**src/rtl/sd_spi_pkg.sv**
```systemverilog
// Shared SD SPI-mode definitions: command indices, R1 layout, response widths,
// card FSM states and the CRC7 step used by both ends of the link.
package sd_spi_pkg;

    localparam logic [5:0] CMD0  = 6'd0;
    localparam logic [5:0] CMD8  = 6'd8;
    localparam logic [5:0] CMD41 = 6'd41;
    localparam logic [5:0] CMD55 = 6'd55;
    localparam logic [5:0] CMD58 = 6'd58;

    localparam int R1_IDLE_BIT    = 0;
    localparam int R1_ILLEGAL_BIT = 2;
    localparam int R1_CRC_ERR_BIT = 3;

    localparam logic [5:0] R1_W    = 6'd8;
    localparam logic [5:0] R7_W    = 6'd40;
    localparam logic [5:0] R3_W    = 6'd40;
    localparam logic [5:0] FRAME_W = 6'd48;

    typedef enum logic [2:0] {
        S_HUNT   = 3'd0,
        S_RX     = 3'd1,
        S_DECODE = 3'd2,
        S_NCR    = 3'd3,
        S_TX     = 3'd4
    } sd_state_e;

    // One serial step of CRC7 (x^7 + x^3 + 1), data MSB first.
    function automatic logic [6:0] crc7_step(input logic [6:0] crc, input logic din);
        logic fb;
        fb = din ^ crc[6];
        return {crc[5:0], 1'b0} ^ {3'b000, fb, 2'b00, fb};
    endfunction

    // Build an R1 byte; a CRC error masks the illegal-command flag.
    function automatic logic [7:0] make_r1(input logic crc_err, input logic illegal,
                                           input logic idle);
        logic [7:0] r1;
        r1 = 8'h00;
        r1[R1_CRC_ERR_BIT] = crc_err;
        r1[R1_ILLEGAL_BIT] = illegal & ~crc_err;
        r1[R1_IDLE_BIT]    = idle;
        return r1;
    endfunction

endpackage

```
**src/rtl/sd_crc7.sv**
```systemverilog
// Serial CRC7 accumulator: clear has priority over shift.
module sd_crc7
    import sd_spi_pkg::*;
(
    input  logic       clk,
    input  logic       rst_n,
    input  logic       clr,
    input  logic       shift_en,
    input  logic       din,
    output logic [6:0] crc
);

    logic [6:0] crc_r;

    // CRC register: cleared between frames, advanced once per received bit.
    always_ff @(posedge clk or negedge rst_n) begin
        if (!rst_n) begin
            crc_r <= 7'h00;
        end else if (clr) begin
            crc_r <= 7'h00;
        end else if (shift_en) begin
            crc_r <= crc7_step(crc_r, din);
        end else begin
            crc_r <= crc_r;
        end
    end

    assign crc = crc_r;

endmodule

```
**src/rtl/sd_spi_card_responder.sv**
```systemverilog
// Card side of the SD SPI link: answers the SDHC init sequence and reports
// every accepted command frame.
module sd_spi_card_responder
    import sd_spi_pkg::*;
#(
    parameter int          NCR_BYTES  = 1,
    parameter int          IDLE_POLLS = 2,
    parameter int          CHECK_CRC  = 1,
    parameter logic [31:0] OCR_READY  = 32'hC0FF8000
) (
    input  logic        clk,
    input  logic        rst_n,
    input  logic        sd_cclk,
    input  logic        sd_cmd,
    input  logic        sd_cs,
    output logic        sd_data0,
    output logic        cmd_valid,
    output logic [5:0]  cmd_index,
    output logic [31:0] cmd_arg,
    output logic        in_idle
);

    localparam int             PW        = (IDLE_POLLS < 2) ? 1 : $clog2(IDLE_POLLS + 1);
    localparam logic [PW-1:0]  POLL_INIT = PW'(IDLE_POLLS);
    localparam logic [5:0]     NCR_LAST  = 6'(NCR_BYTES * 8 - 1);

    logic cclk_meta_r, cclk_sync_r, cclk_prev_r;
    logic cmd_meta_r, cmd_sync_r, cs_meta_r, cs_sync_r;
    logic rise_s, fall_s;

    sd_state_e      state_r, state_s;
    logic           hunt_zero_r, hunt_zero_s;
    logic [5:0]     bit_cnt_r, bit_cnt_s, tx_len_r, tx_len_s;
    logic [5:0]     tx_cnt_r, tx_cnt_s, ncr_cnt_r, ncr_cnt_s;
    logic [47:0]    rx_sr_r, rx_sr_s;
    logic [39:0]    tx_sr_r, tx_sr_s;
    logic [PW-1:0]  poll_cnt_r, poll_cnt_s, poll_dec_s;
    logic           spi_mode_r, spi_mode_s, app_flag_r, app_flag_s;
    logic           in_idle_r, in_idle_s, cmd_valid_r, cmd_valid_s, miso_r, miso_s;
    logic [5:0]     cmd_index_r, cmd_index_s;
    logic [31:0]    cmd_arg_r, cmd_arg_s;
    logic           crc_clr_s, crc_shift_s;
    logic [6:0]     crc_val_s;

    logic [5:0]     frame_idx_s;
    logic [31:0]    frame_arg_s, ocr_s;
    logic           frame_ok_s, crc_err_s, acmd_idle_s;

    // Bring the host-side pins into the clk domain and keep the previous clock level.
    always_ff @(posedge clk or negedge rst_n) begin
        if (!rst_n) begin
            cclk_meta_r <= 1'b0;
            cclk_sync_r <= 1'b0;
            cclk_prev_r <= 1'b0;
            cmd_meta_r  <= 1'b1;
            cmd_sync_r  <= 1'b1;
            cs_meta_r   <= 1'b1;
            cs_sync_r   <= 1'b1;
        end else begin
            cclk_meta_r <= sd_cclk;
            cclk_sync_r <= cclk_meta_r;
            cclk_prev_r <= cclk_sync_r;
            cmd_meta_r  <= sd_cmd;
            cmd_sync_r  <= cmd_meta_r;
            cs_meta_r   <= sd_cs;
            cs_sync_r   <= cs_meta_r;
        end
    end

    // Edges only count while the card is selected.
    assign rise_s = cclk_sync_r & ~cclk_prev_r & ~cs_sync_r;
    assign fall_s = ~cclk_sync_r & cclk_prev_r & ~cs_sync_r;

    // Received CRC covers the start bit through the last argument bit.
    sd_crc7 u_crc7 (
        .clk      (clk),
        .rst_n    (rst_n),
        .clr      (crc_clr_s),
        .shift_en (crc_shift_s),
        .din      (cmd_sync_r),
        .crc      (crc_val_s)
    );

    assign frame_idx_s = rx_sr_r[45:40];
    assign frame_arg_s = rx_sr_r[39:8];
    assign frame_ok_s  = (rx_sr_r[47:46] == 2'b01) && rx_sr_r[0];
    assign crc_err_s   = (CHECK_CRC != 0) && ((frame_idx_s == CMD0) || (frame_idx_s == CMD8))
                         && (crc_val_s != rx_sr_r[7:1]);
    assign ocr_s       = {OCR_READY[31] & ~in_idle_r, OCR_READY[30:0]};
    assign poll_dec_s  = (poll_cnt_r == PW'(0)) ? PW'(0) : (poll_cnt_r - PW'(1));
    assign acmd_idle_s = (poll_dec_s == PW'(0)) ? 1'b0 : in_idle_r;

    // Next-state and datapath updates for hunt, receive, decode, Ncr gap and transmit.
    always_comb begin
        state_s     = state_r;
        hunt_zero_s = hunt_zero_r;
        bit_cnt_s   = bit_cnt_r;
        rx_sr_s     = rx_sr_r;
        tx_sr_s     = tx_sr_r;
        tx_len_s    = tx_len_r;
        tx_cnt_s    = tx_cnt_r;
        ncr_cnt_s   = ncr_cnt_r;
        poll_cnt_s  = poll_cnt_r;
        spi_mode_s  = spi_mode_r;
        app_flag_s  = app_flag_r;
        in_idle_s   = in_idle_r;
        cmd_valid_s = 1'b0;
        cmd_index_s = cmd_index_r;
        cmd_arg_s   = cmd_arg_r;
        miso_s      = miso_r;
        crc_clr_s   = 1'b0;
        crc_shift_s = 1'b0;
        if (cs_sync_r) begin
            state_s     = S_HUNT;
            hunt_zero_s = 1'b0;
            app_flag_s  = 1'b0;
            miso_s      = 1'b1;
            crc_clr_s   = 1'b1;
        end else begin
            case (state_r)
                S_HUNT: begin
                    miso_s    = 1'b1;
                    // Clearing until a 0 is seen also yields the CRC of that start bit.
                    crc_clr_s = ~hunt_zero_r;
                    if (rise_s) begin
                        if (!cmd_sync_r) begin
                            hunt_zero_s = 1'b1;
                        end else if (hunt_zero_r) begin
                            crc_shift_s = 1'b1;
                            hunt_zero_s = 1'b0;
                            bit_cnt_s   = 6'd2;
                            rx_sr_s     = {46'd0, 2'b01};
                            state_s     = S_RX;
                        end else begin
                            hunt_zero_s = 1'b0;
                        end
                    end else begin
                        hunt_zero_s = hunt_zero_r;
                    end
                end
                S_RX: begin
                    if (rise_s) begin
                        rx_sr_s     = {rx_sr_r[46:0], cmd_sync_r};
                        crc_shift_s = (bit_cnt_r < 6'd40);
                        bit_cnt_s   = bit_cnt_r + 6'd1;
                        if (bit_cnt_r == (FRAME_W - 6'd1)) begin
                            state_s = S_DECODE;
                        end else begin
                            state_s = S_RX;
                        end
                    end else begin
                        state_s = S_RX;
                    end
                end
                S_DECODE: begin
                    state_s     = S_HUNT;
                    hunt_zero_s = 1'b0;
                    ncr_cnt_s   = 6'd0;
                    tx_cnt_s    = 6'd0;
                    if (!frame_ok_s) begin
                        state_s = S_HUNT;
                    end else begin
                        cmd_valid_s = 1'b1;
                        cmd_index_s = frame_idx_s;
                        cmd_arg_s   = frame_arg_s;
                        app_flag_s  = 1'b0;
                        state_s     = S_NCR;
                        tx_len_s    = R1_W;
                        if (!spi_mode_r && (frame_idx_s != CMD0)) begin
                            state_s = S_HUNT;
                        end else if (crc_err_s) begin
                            tx_sr_s = {make_r1(1'b1, 1'b0, in_idle_r), 32'h0};
                        end else if (frame_idx_s == CMD0) begin
                            spi_mode_s = 1'b1;
                            in_idle_s  = 1'b1;
                            poll_cnt_s = POLL_INIT;
                            tx_sr_s    = {make_r1(1'b0, 1'b0, 1'b1), 32'h0};
                        end else if (frame_idx_s == CMD8) begin
                            tx_sr_s  = {make_r1(1'b0, 1'b0, in_idle_r), 16'h0000, 4'h0,
                                        frame_arg_s[11:0]};
                            tx_len_s = R7_W;
                        end else if (frame_idx_s == CMD55) begin
                            app_flag_s = 1'b1;
                            tx_sr_s    = {make_r1(1'b0, 1'b0, in_idle_r), 32'h0};
                        end else if ((frame_idx_s == CMD41) && app_flag_r) begin
                            poll_cnt_s = poll_dec_s;
                            in_idle_s  = acmd_idle_s;
                            tx_sr_s    = {make_r1(1'b0, 1'b0, acmd_idle_s), 32'h0};
                        end else if (frame_idx_s == CMD58) begin
                            tx_sr_s  = {make_r1(1'b0, 1'b0, in_idle_r), ocr_s};
                            tx_len_s = R3_W;
                        end else begin
                            tx_sr_s = {make_r1(1'b0, 1'b1, in_idle_r), 32'h0};
                        end
                    end
                end
                S_NCR: begin
                    miso_s = 1'b1;
                    if (fall_s) begin
                        if (ncr_cnt_r == NCR_LAST) begin
                            state_s = S_TX;
                        end else begin
                            ncr_cnt_s = ncr_cnt_r + 6'd1;
                        end
                    end else begin
                        ncr_cnt_s = ncr_cnt_r;
                    end
                end
                S_TX: begin
                    if (fall_s) begin
                        if (tx_cnt_r == tx_len_r) begin
                            miso_s  = 1'b1;
                            state_s = S_HUNT;
                        end else begin
                            miso_s   = tx_sr_r[39];
                            tx_sr_s  = {tx_sr_r[38:0], 1'b0};
                            tx_cnt_s = tx_cnt_r + 6'd1;
                        end
                    end else begin
                        miso_s = miso_r;
                    end
                end
                default: begin
                    state_s = S_HUNT;
                    miso_s  = 1'b1;
                end
            endcase
        end
    end

    // Register all card state and the host-visible outputs.
    always_ff @(posedge clk or negedge rst_n) begin
        if (!rst_n) begin
            state_r     <= S_HUNT;
            hunt_zero_r <= 1'b0;
            bit_cnt_r   <= 6'd0;
            rx_sr_r     <= 48'd0;
            tx_sr_r     <= 40'd0;
            tx_len_r    <= 6'd0;
            tx_cnt_r    <= 6'd0;
            ncr_cnt_r   <= 6'd0;
            poll_cnt_r  <= POLL_INIT;
            spi_mode_r  <= 1'b0;
            app_flag_r  <= 1'b0;
            in_idle_r   <= 1'b1;
            cmd_valid_r <= 1'b0;
            cmd_index_r <= 6'd0;
            cmd_arg_r   <= 32'd0;
            miso_r      <= 1'b1;
        end else begin
            state_r     <= state_s;
            hunt_zero_r <= hunt_zero_s;
            bit_cnt_r   <= bit_cnt_s;
            rx_sr_r     <= rx_sr_s;
            tx_sr_r     <= tx_sr_s;
            tx_len_r    <= tx_len_s;
            tx_cnt_r    <= tx_cnt_s;
            ncr_cnt_r   <= ncr_cnt_s;
            poll_cnt_r  <= poll_cnt_s;
            spi_mode_r  <= spi_mode_s;
            app_flag_r  <= app_flag_s;
            in_idle_r   <= in_idle_s;
            cmd_valid_r <= cmd_valid_s;
            cmd_index_r <= cmd_index_s;
            cmd_arg_r   <= cmd_arg_s;
            miso_r      <= miso_s;
        end
    end

    assign sd_data0  = miso_r;
    assign cmd_valid = cmd_valid_r;
    assign cmd_index = cmd_index_r;
    assign cmd_arg   = cmd_arg_r;
    assign in_idle   = in_idle_r;

endmodule

```
**config.mk**
```make
export PLATFORM = sky130hd
export DESIGN_NAME = sd_spi_card_responder
export DESIGN_NICKNAME = d
export VERILOG_FILES = /design/src/rtl/sd_spi_pkg.sv /design/src/rtl/sd_crc7.sv /design/src/rtl/sd_spi_card_responder.sv
export SDC_FILE = /design/constraint.sdc
export NUM_CORES = 1
export LEC_CHECK = 0
export CORE_MARGIN = 8
export CORE_UTILIZATION = 35
export CTS_CLUSTER_DIAMETER = 50
export DETAILED_ROUTE_END_ITERATION = 12
export HOLD_SLACK_MARGIN = 0.08
export PLACE_DENSITY = 0.59
export RECOVER_POWER = 50
export SYNTH_ARGS = -nofsm -noshare
export SYNTH_HDL_FRONTEND = slang
export SYNTH_HIERARCHICAL = 1
export SYNTH_SLANG_ARGS = --single-unit
```
**constraint.sdc**
```tcl
create_clock -name clk -period 5.45 [get_ports clk]
set_clock_uncertainty 0.15 [all_clocks]
set_input_delay 1.3625 -clock clk [delete_from_list [all_inputs] [get_ports clk]]
set_output_delay 1.3625 -clock clk [all_outputs]
set_load 0.1 [all_outputs]
```
**Yosys cells after proc, flatten, opt, wreduce, memory -nomap -nowiden**

Cells that the tools add are included.

- Eq/ne operators: 33
- Reduce and logical (&&, ||, !) cells: 31
- Multiplexer cells: 86
- Magnitude comparators: 1
- Bitwise logic cells: 13
- Add/sub/neg operators: 4

Operators by type and width:

| operator | count |
|---|---|
| 2-to-1 mux 48 bit | 4 |
| 2-to-1 mux 35 bit | 5 |
| 2-to-1 mux 40 bit | 4 |
| case mux 48 bit (2 select lines) | 1 |
| 2-to-1 mux 6 bit | 15 |
| case mux 40 bit (2 select lines) | 1 |
| 2-to-1 mux 36 bit | 1 |
| case mux 6 bit (2 select lines) | 3 |
| 2-to-1 mux 1 bit | 29 |
| 2-to-1 mux 3 bit | 9 |
| equality test 6 bit, second input constant | 4 |
| inequality test 2 bit, second input constant | 12 |
| inequality test 3 bit, second input constant | 7 |
| adder 6 x 1 -> 6 bit, second input constant | 3 |
| AND reduction 6 bit | 3 |
| 2-to-1 mux 2 bit | 8 |
| case mux 3 bit (5 select lines) | 1 |
| 2-to-1 mux 7 bit | 2 |
| nonzero test 2 bit | 7 |
| AND reduction 4 bit | 2 |
| AND reduction 8 bit | 1 |
| inequality test 7 bit | 1 |
| inverter 1 bit | 7 |
| AND reduction 7 bit | 1 |
| 25 further kinds | 37 |

- Output and inout bits: 41
- Logic and storage cells: 192
- Register bits after elaboration: 175
- Bits of input ports: 5

**Longest topological paths before layout**

- Depth after elaboration: 12
- Depth in mapped cells: 10
- Gate-level depth less buffers: 6

**Hierarchy**

Netlist, hierarchy kept.

By module, submodules not included:

| module | times used | cells an instance | area an instance (µm²) | seq. area each (µm²) |
|---|---|---|---|---|
| sd_spi_card_responder | 1 | 769 | 7258.2 | 4112.7 |
| sd_crc7 | 1 | 28 | 307.8 | 175.2 |

**Worst setup path before layout**

Ideal clock, no wire load.

- Kind: register to output
- Start: register cmd_arg_r[0] (netlist: cmd_arg[0])
- End: output cmd_arg[0]
- Slack: 3.040 ns
- Data required time: 3.938 ns
- Path buffers: 0
- Cell stages (with the launch flop): 1
- Data arrival time: 0.897 ns
- Path through: dfrtp_1

RTL lines:

| what | RTL line | text |
|---|---|---|
| from (decl) | sd_spi_card_responder.sv:41 | `logic [31:0] cmd_arg_r, cmd_arg_s;` |
| from (signal assigned) | sd_spi_card_responder.sv:265 | `cmd_arg_r <= cmd_arg_s;` |
| to (decl) | sd_spi_card_responder.sv:19 | `output logic [31:0] cmd_arg,` |

No word-level cell between the ends.

**Worst setup path in the final report**

- Start: register state_r[2]
- End: register u_crc7.crc_r[6] (netlist: u_crc7/crc[6])

- Word-level cells in the longest chain between the ends: 4
- Elaborated cells on any way between the ends: 8
- Those cells by class: eq/ne: 1; mux: 5; reduce/logical: 2

Ends and longest elaborated chain:

| what | RTL line | text |
|---|---|---|
| from (decl) | sd_spi_card_responder.sv:31 | `sd_state_e state_r, state_s;` |
| from (signal assigned) | sd_spi_card_responder.sv:251 | `state_r <= state_s;` |
| equality test 3 x 1 -> 1 bit or logical NOT 3 bit (tied branches) | sd_spi_card_responder.sv:120 | `case (state_r)` |
| case mux 1 bit (2 select lines) * | sd_spi_card_responder.sv:120 |  |
| 2-to-1 mux 1 bit * | sd_spi_card_responder.sv:113 | `if (cs_sync_r) begin` |
| named net crc_shift_s | sd_spi_card_responder.sv:42 | `logic crc_clr_s, crc_shift_s;` |
| nonzero test 2 bit (no line) * | - |  |
| to (signal assigned) | sd_crc7.sv:22 | `crc_r <= crc7_step(crc_r, din);` |
| to (signal assigned) | sd_crc7.sv:24 | `crc_r <= crc_r;` |
| to (decl) | sd_crc7.sv:13 | `logic [6:0] crc_r;` |

Mark *: on every way through the listed nets, which the timed path passes. The rest lies on a longest branch.
A chain may end at the register's enable or synchronous reset.

==> metrics.txt <==
# TYPE chip_impl_metric gauge
chip_impl_metric{name="tns",unit="ns"} 0
chip_impl_metric{name="pre_cts_slack",unit="ns"} 1.75
chip_impl_metric{name="initial_utilization",unit=""} 0.358
chip_impl_metric{name="synth.net_count",unit=""} 806
chip_impl_metric{name="area_fraction_in_compound_gates_after_synthesis",unit=""} 0.0853
chip_impl_info{name="clock_tree_root_driver_cell",value="clkbuf_16"} 1
chip_impl_info{name="crit_type",value="flop to flop"} 1
chip_impl_metric{name="grt_start_max_net_pins",unit=""} 95
chip_impl_info{name="outcome",value="finished, violations left"} 1
chip_impl_metric{name="switchingPower",unit="mW"} 0.585
chip_impl_metric{name="finalWeightedCongestion",unit=""} 0.772
chip_impl_metric{name="drv_slew",unit=""} 137
chip_impl_metric{name="cts_hold_repair.buffers",unit=""} 0
chip_impl_metric{name="intPower",unit="mW"} 1.95
chip_impl_metric{name="comb_power_share",unit=""} 0.017
chip_impl_metric{name="critical_path_max_stage_delay",unit="ns"} 1.15
chip_impl_metric{name="globalRouteOverflowTotal",unit=""} 0
chip_impl_metric{name="die_footprint",unit="µm²"} 26600
chip_impl_metric{name="synthXorXnorAreaFrac",unit=""} 0.0150
chip_impl_metric{name="placement.cell_area",unit="µm²"} 8210
chip_impl_metric{name="die_outline_width",unit="µm"} 163
chip_impl_metric{name="netlist.area_leader.share",unit=""} 0.542
chip_impl_metric{name="power.static_leakage",unit="nW"} 4.13
chip_impl_metric{name="detail_route.first_pass.iterations",unit=""} 4
chip_impl_info{name="worstPathCellList",value="buf_4 -> or2_2 -> or4_2 -> a31oi_1 -> mux2i_1 -> nor2_1"} 1
chip_impl_metric{name="dp_hpwl",unit="µm"} 9910
chip_impl_info{name="synth.most_common_cell",value="nand2_1"} 1
chip_impl_info{name="critical_path.slowest_cell",value="or4_2"} 1
chip_impl_metric{name="final_hold_viol_count",unit=""} 0
chip_impl_metric{name="final-setup-viol-count",unit=""} 0
chip_impl_info{name="netlist_top_cells_area",value="dfrtp_1 (54%), nand2_1 (12%), nand3_1 (3.9%)"} 1
chip_impl_metric{name="vias_in_the_first_global_route",unit=""} 5550
chip_impl_metric{name="multi_input_comb_area",unit="µm²"} 2940
chip_impl_info{name="setup.worst_path.start_class",value="flop"} 1
chip_impl_metric{name="seq_power_share",unit=""} 0.507
chip_impl_metric{name="cp_data_arrival_time",unit="ns"} 3.84
chip_impl_metric{name="wl_per_cell",unit="µm"} 14.7
chip_impl_metric{name="edff_count_synth",unit=""} 0
chip_impl_metric{name="max-cap-violations",unit=""} 2
chip_impl_info{name="endpoint_kind",value="flop"} 1
chip_impl_metric{name="cts-buffers-inserted",unit=""} 17
chip_impl_metric{name="final-seq-area",unit="µm²"} 4290
chip_impl_metric{name="cts_htree_levels",unit=""} 4
chip_impl_metric{name="detail_route.wirelength",unit="µm"} 16300
chip_impl_metric{name="number_of_remaining_drc_errors",unit=""} 0
chip_impl_metric{name="via_per_inst",unit=""} 5.04
chip_impl_metric{name="placementRows",unit=""} 53
chip_impl_metric{name="cts.sink_count",unit=""} 171
chip_impl_metric{name="ir_worst_vdd",unit="mV"} 0.205
chip_impl_metric{name="syn_inst",unit=""} 797
chip_impl_metric{name="layout_setup_ws",unit="ns"} 1.75
chip_impl_metric{name="final_net_count",unit=""} 826
chip_impl_metric{name="latest_clock_arrival_within_the_worst_skew_pair",unit="ns"} 0.42
chip_impl_metric{name="post-route-min-period",unit="ns"} 3.70
chip_impl_metric{name="post_cts_buffers",unit=""} 0
chip_impl_metric{name="synthesis.area_per_instance",unit="µm²"} 9.49
chip_impl_metric{name="antenna_cells",unit=""} 0
chip_impl_metric{name="via_count",unit=""} 5573
chip_impl_metric{name="power_density",unit="nW/µm²"} 288
chip_impl_metric{name="upper_clock_frequency_limit",unit="GHz"} 0.270
chip_impl_metric{name="cp.required",unit="ns"} 5.59
chip_impl_metric{name="clock_path_buffers",unit=""} 2
chip_impl_info{name="tritoncts",value="done"} 1
chip_impl_metric{name="post_synth_num_cell_types",unit=""} 58
chip_impl_info{name="cell_type_contributing_the_most_total_cell_area_after_synthesis",value="dfrtp_1"} 1
chip_impl_metric{name="synthArstFlopShare",unit=""} 1.00
chip_impl_metric{name="post_synth_and_or_nand_nor_area_fraction",unit=""} 0.234
chip_impl_metric{name="nFillCells",unit=""} 2043
chip_impl_metric{name="synth.cell_area",unit="µm²"} 7570
chip_impl_metric{name="cts_resized",unit=""} 0
chip_impl_metric{name="synthAdderAreaFrac",unit=""} 0.00661
chip_impl_metric{name="global_route_wire_length_before_repair",unit="µm"} 28700
chip_impl_metric{name="fin_crit_sh",unit=""} 0.680
chip_impl_metric{name="synth_seq_cells",unit=""} 171
chip_impl_metric{name="worstPathMaxFanout",unit=""} 55
chip_impl_info{name="timing.critical_path.max_delay_family",value="simple AND/OR/NAND/NOR gates"} 1
chip_impl_metric{name="place.port_buffers",unit=""} 45
chip_impl_metric{name="io_pins",unit=""} 46
chip_impl_metric{name="setup.reg_to_reg.worst_slack",unit="ns"} 1.75
chip_impl_info{name="prevailing_post_synth_register_cell",value="dfrtp_1"} 1
chip_impl_info{name="main_combinational_cell_family_by_area_after_synthesis",value="simple AND/OR/NAND/NOR gates"} 1
chip_impl_metric{name="synth_mux_area_frac",unit=""} 0.0463
chip_impl_metric{name="antenna_violations_before_repair",unit=""} 0
chip_impl_metric{name="drtIter0Drc",unit=""} 376
chip_impl_metric{name="yosysWarnings",unit=""} 6
chip_impl_info{name="violations_in_the_final_reports",value="capacitance limit, slew limit"} 1
chip_impl_metric{name="worst-slew-pin-transition",unit="ns"} 2.32
chip_impl_metric{name="synthToLayoutAreaGrowth",unit="%"} 16.1
chip_impl_info{name="grt_setup_unrepaired",value="no"} 1
chip_impl_metric{name="clk_pin_slew",unit="ns"} 0.07
chip_impl_metric{name="synth_sequential_area_ratio",unit=""} 0.567
chip_impl_metric{name="final_area",unit="µm²"} 8790
chip_impl_metric{name="placeableCoreArea",unit="µm²"} 21200
chip_impl_metric{name="clock_share_of_power",unit=""} 0.476
chip_impl_metric{name="final_design_utilization",unit=""} 0.415
chip_impl_info{name="synthTopCellsByCount",value="nand2_1 (237), dfrtp_1 (164), nand3_1 (59)"} 1
chip_impl_metric{name="gr-usage-all-layers",unit=""} 0.131
chip_impl_metric{name="floorplan.die.height",unit="µm"} 163
chip_impl_metric{name="switching_share",unit=""} 0.231
chip_impl_metric{name="post_route_cells_drive_above_1_share",unit=""} 0.0711
chip_impl_metric{name="critPathBufInv",unit=""} 1
chip_impl_metric{name="remaining_antenna_violation_count_after_routing",unit=""} 0
chip_impl_metric{name="timing.slew.headroom",unit=""} -0.545
chip_impl_info{name="path_class_of_the_lowest_slack_min_delay_path",value="flop to flop"} 1
## placed cells by master (no fill, tap or decap), types with 3 or more instances in the layout
master,n
nand2_1,237
dfrtp_1,164
nand3_1,59
clkdlybuf4s50_1,41
inv_1,33
o21ai_0,31
nor2_1,29
a21oi_1,26
nand4_1,19
mux2i_1,17
clkbuf_16,17
mux2_1,14
xnor2_1,13
a22o_1,12
or3_1,7
dfstp_2,7
o31ai_1,6
nand2b_1,6
a21o_1,4
nor3_1,4
nand3b_1,4
ha_1,4
inv_8,4
buf_4,4
o211ai_1,3
nor4_1,3
o41ai_1,3
inv_6,3
dlygate4sd3_1,3
## logic make-up after synthesis
| kind of cell | Yosys count |
|---|---|
| fa+ha+maj | 4 |
| compound gates | 101 |
| mux | 33 |
| flops | 171 |
| xor+xnor | 13 |
| buf+inv | 83 |
| simple gates | 392 |
## state kept, by name (all words and copies together), names as in the netlist, 2 cells and up
signal / cells
rx_sr_r: 48
cmd_arg: 32
u_crc7/crc: 7
state_r: 3
bit_cnt_r: 6
poll_cnt_r: 2
ncr_cnt_r: 6
tx_cnt_r: 6
tx_sr_r: 40
tx_len_r: 2
cmd_index: 6
## path summary, 6_finish.rpt
| path | from | endpoint | cells past startpoint |
|---|---|---|---|
| max in group asynchronous | rst_n | tx_sr_r[10]$_DFFE_PN0P_ | 1 |
| min in group asynchronous | rst_n | ncr_cnt_r[4]$_DFFE_PN0P_ | 1 |
| min | cclk_meta_r$_DFF_PN0_ | cclk_sync_r$_DFF_PN0_ | 0 |
| max reg2reg | state_r[2]$_DFFE_PN0P_ | u_crc7/crc[6]$_DFFE_PN0P_ | 6 |
| min reg2reg | cclk_meta_r$_DFF_PN0_ | cclk_sync_r$_DFF_PN0_ | 0 |
| max | state_r[2]$_DFFE_PN0P_ | u_crc7/crc[6]$_DFFE_PN0P_ | 6 |
## worst reg2reg max path, cell delays in order (launching register included)
cell     delay, ns
dfrtp_1       0.36
buf_4         0.23
or2_2         0.35
or4_2         1.15
a31oi_1       1.00
mux2i_1       0.29
nor2_1        0.06
## power by group through the flow
stage	clock network, mW	logic (mW)	registers, mW
finish	1.21	0.0428	1.28
global route	1.29	0.0513	1.29
CTS	1.23	0.0464	1.28
detailed placement	0	0.0460	1.31
global placement	0	0.0462	1.31
floorplan	0	0.0145	1.30
## metrics by stage
stage	cells	hold slack (ns)	power, mW
after floorplan	797	0.181	1.32
after global placement	1073	0.198	1.36
after detailed placement	1073	0.189	1.35
after CTS	1105	0.208	2.56
after global routing	1105	0.213	2.62
final	1105	0.204	2.53
## area by class of cell
cell class	instances	share of cell area
inverter	33	0.0141
sequential	171	0.488
timing repair buffer	51	0.0568
clock buffer	18	0.0500
clock inverter	14	0.0177
tap	275	0.0392
multi-input combinational	543	0.334
## layer usage
metal / GRT usage / share of wire / vias to the layer above
li1: - / - / 2719
met1: 0.183 / 0.50 / 2757
met2: 0.197 / 0.45 / 84
met3: 0.0289 / 0.035 / 13
met4: 0.0438 / 0.0099 / 0
met5: 0 / 0 / -
(Power assumes the default switching activity.)
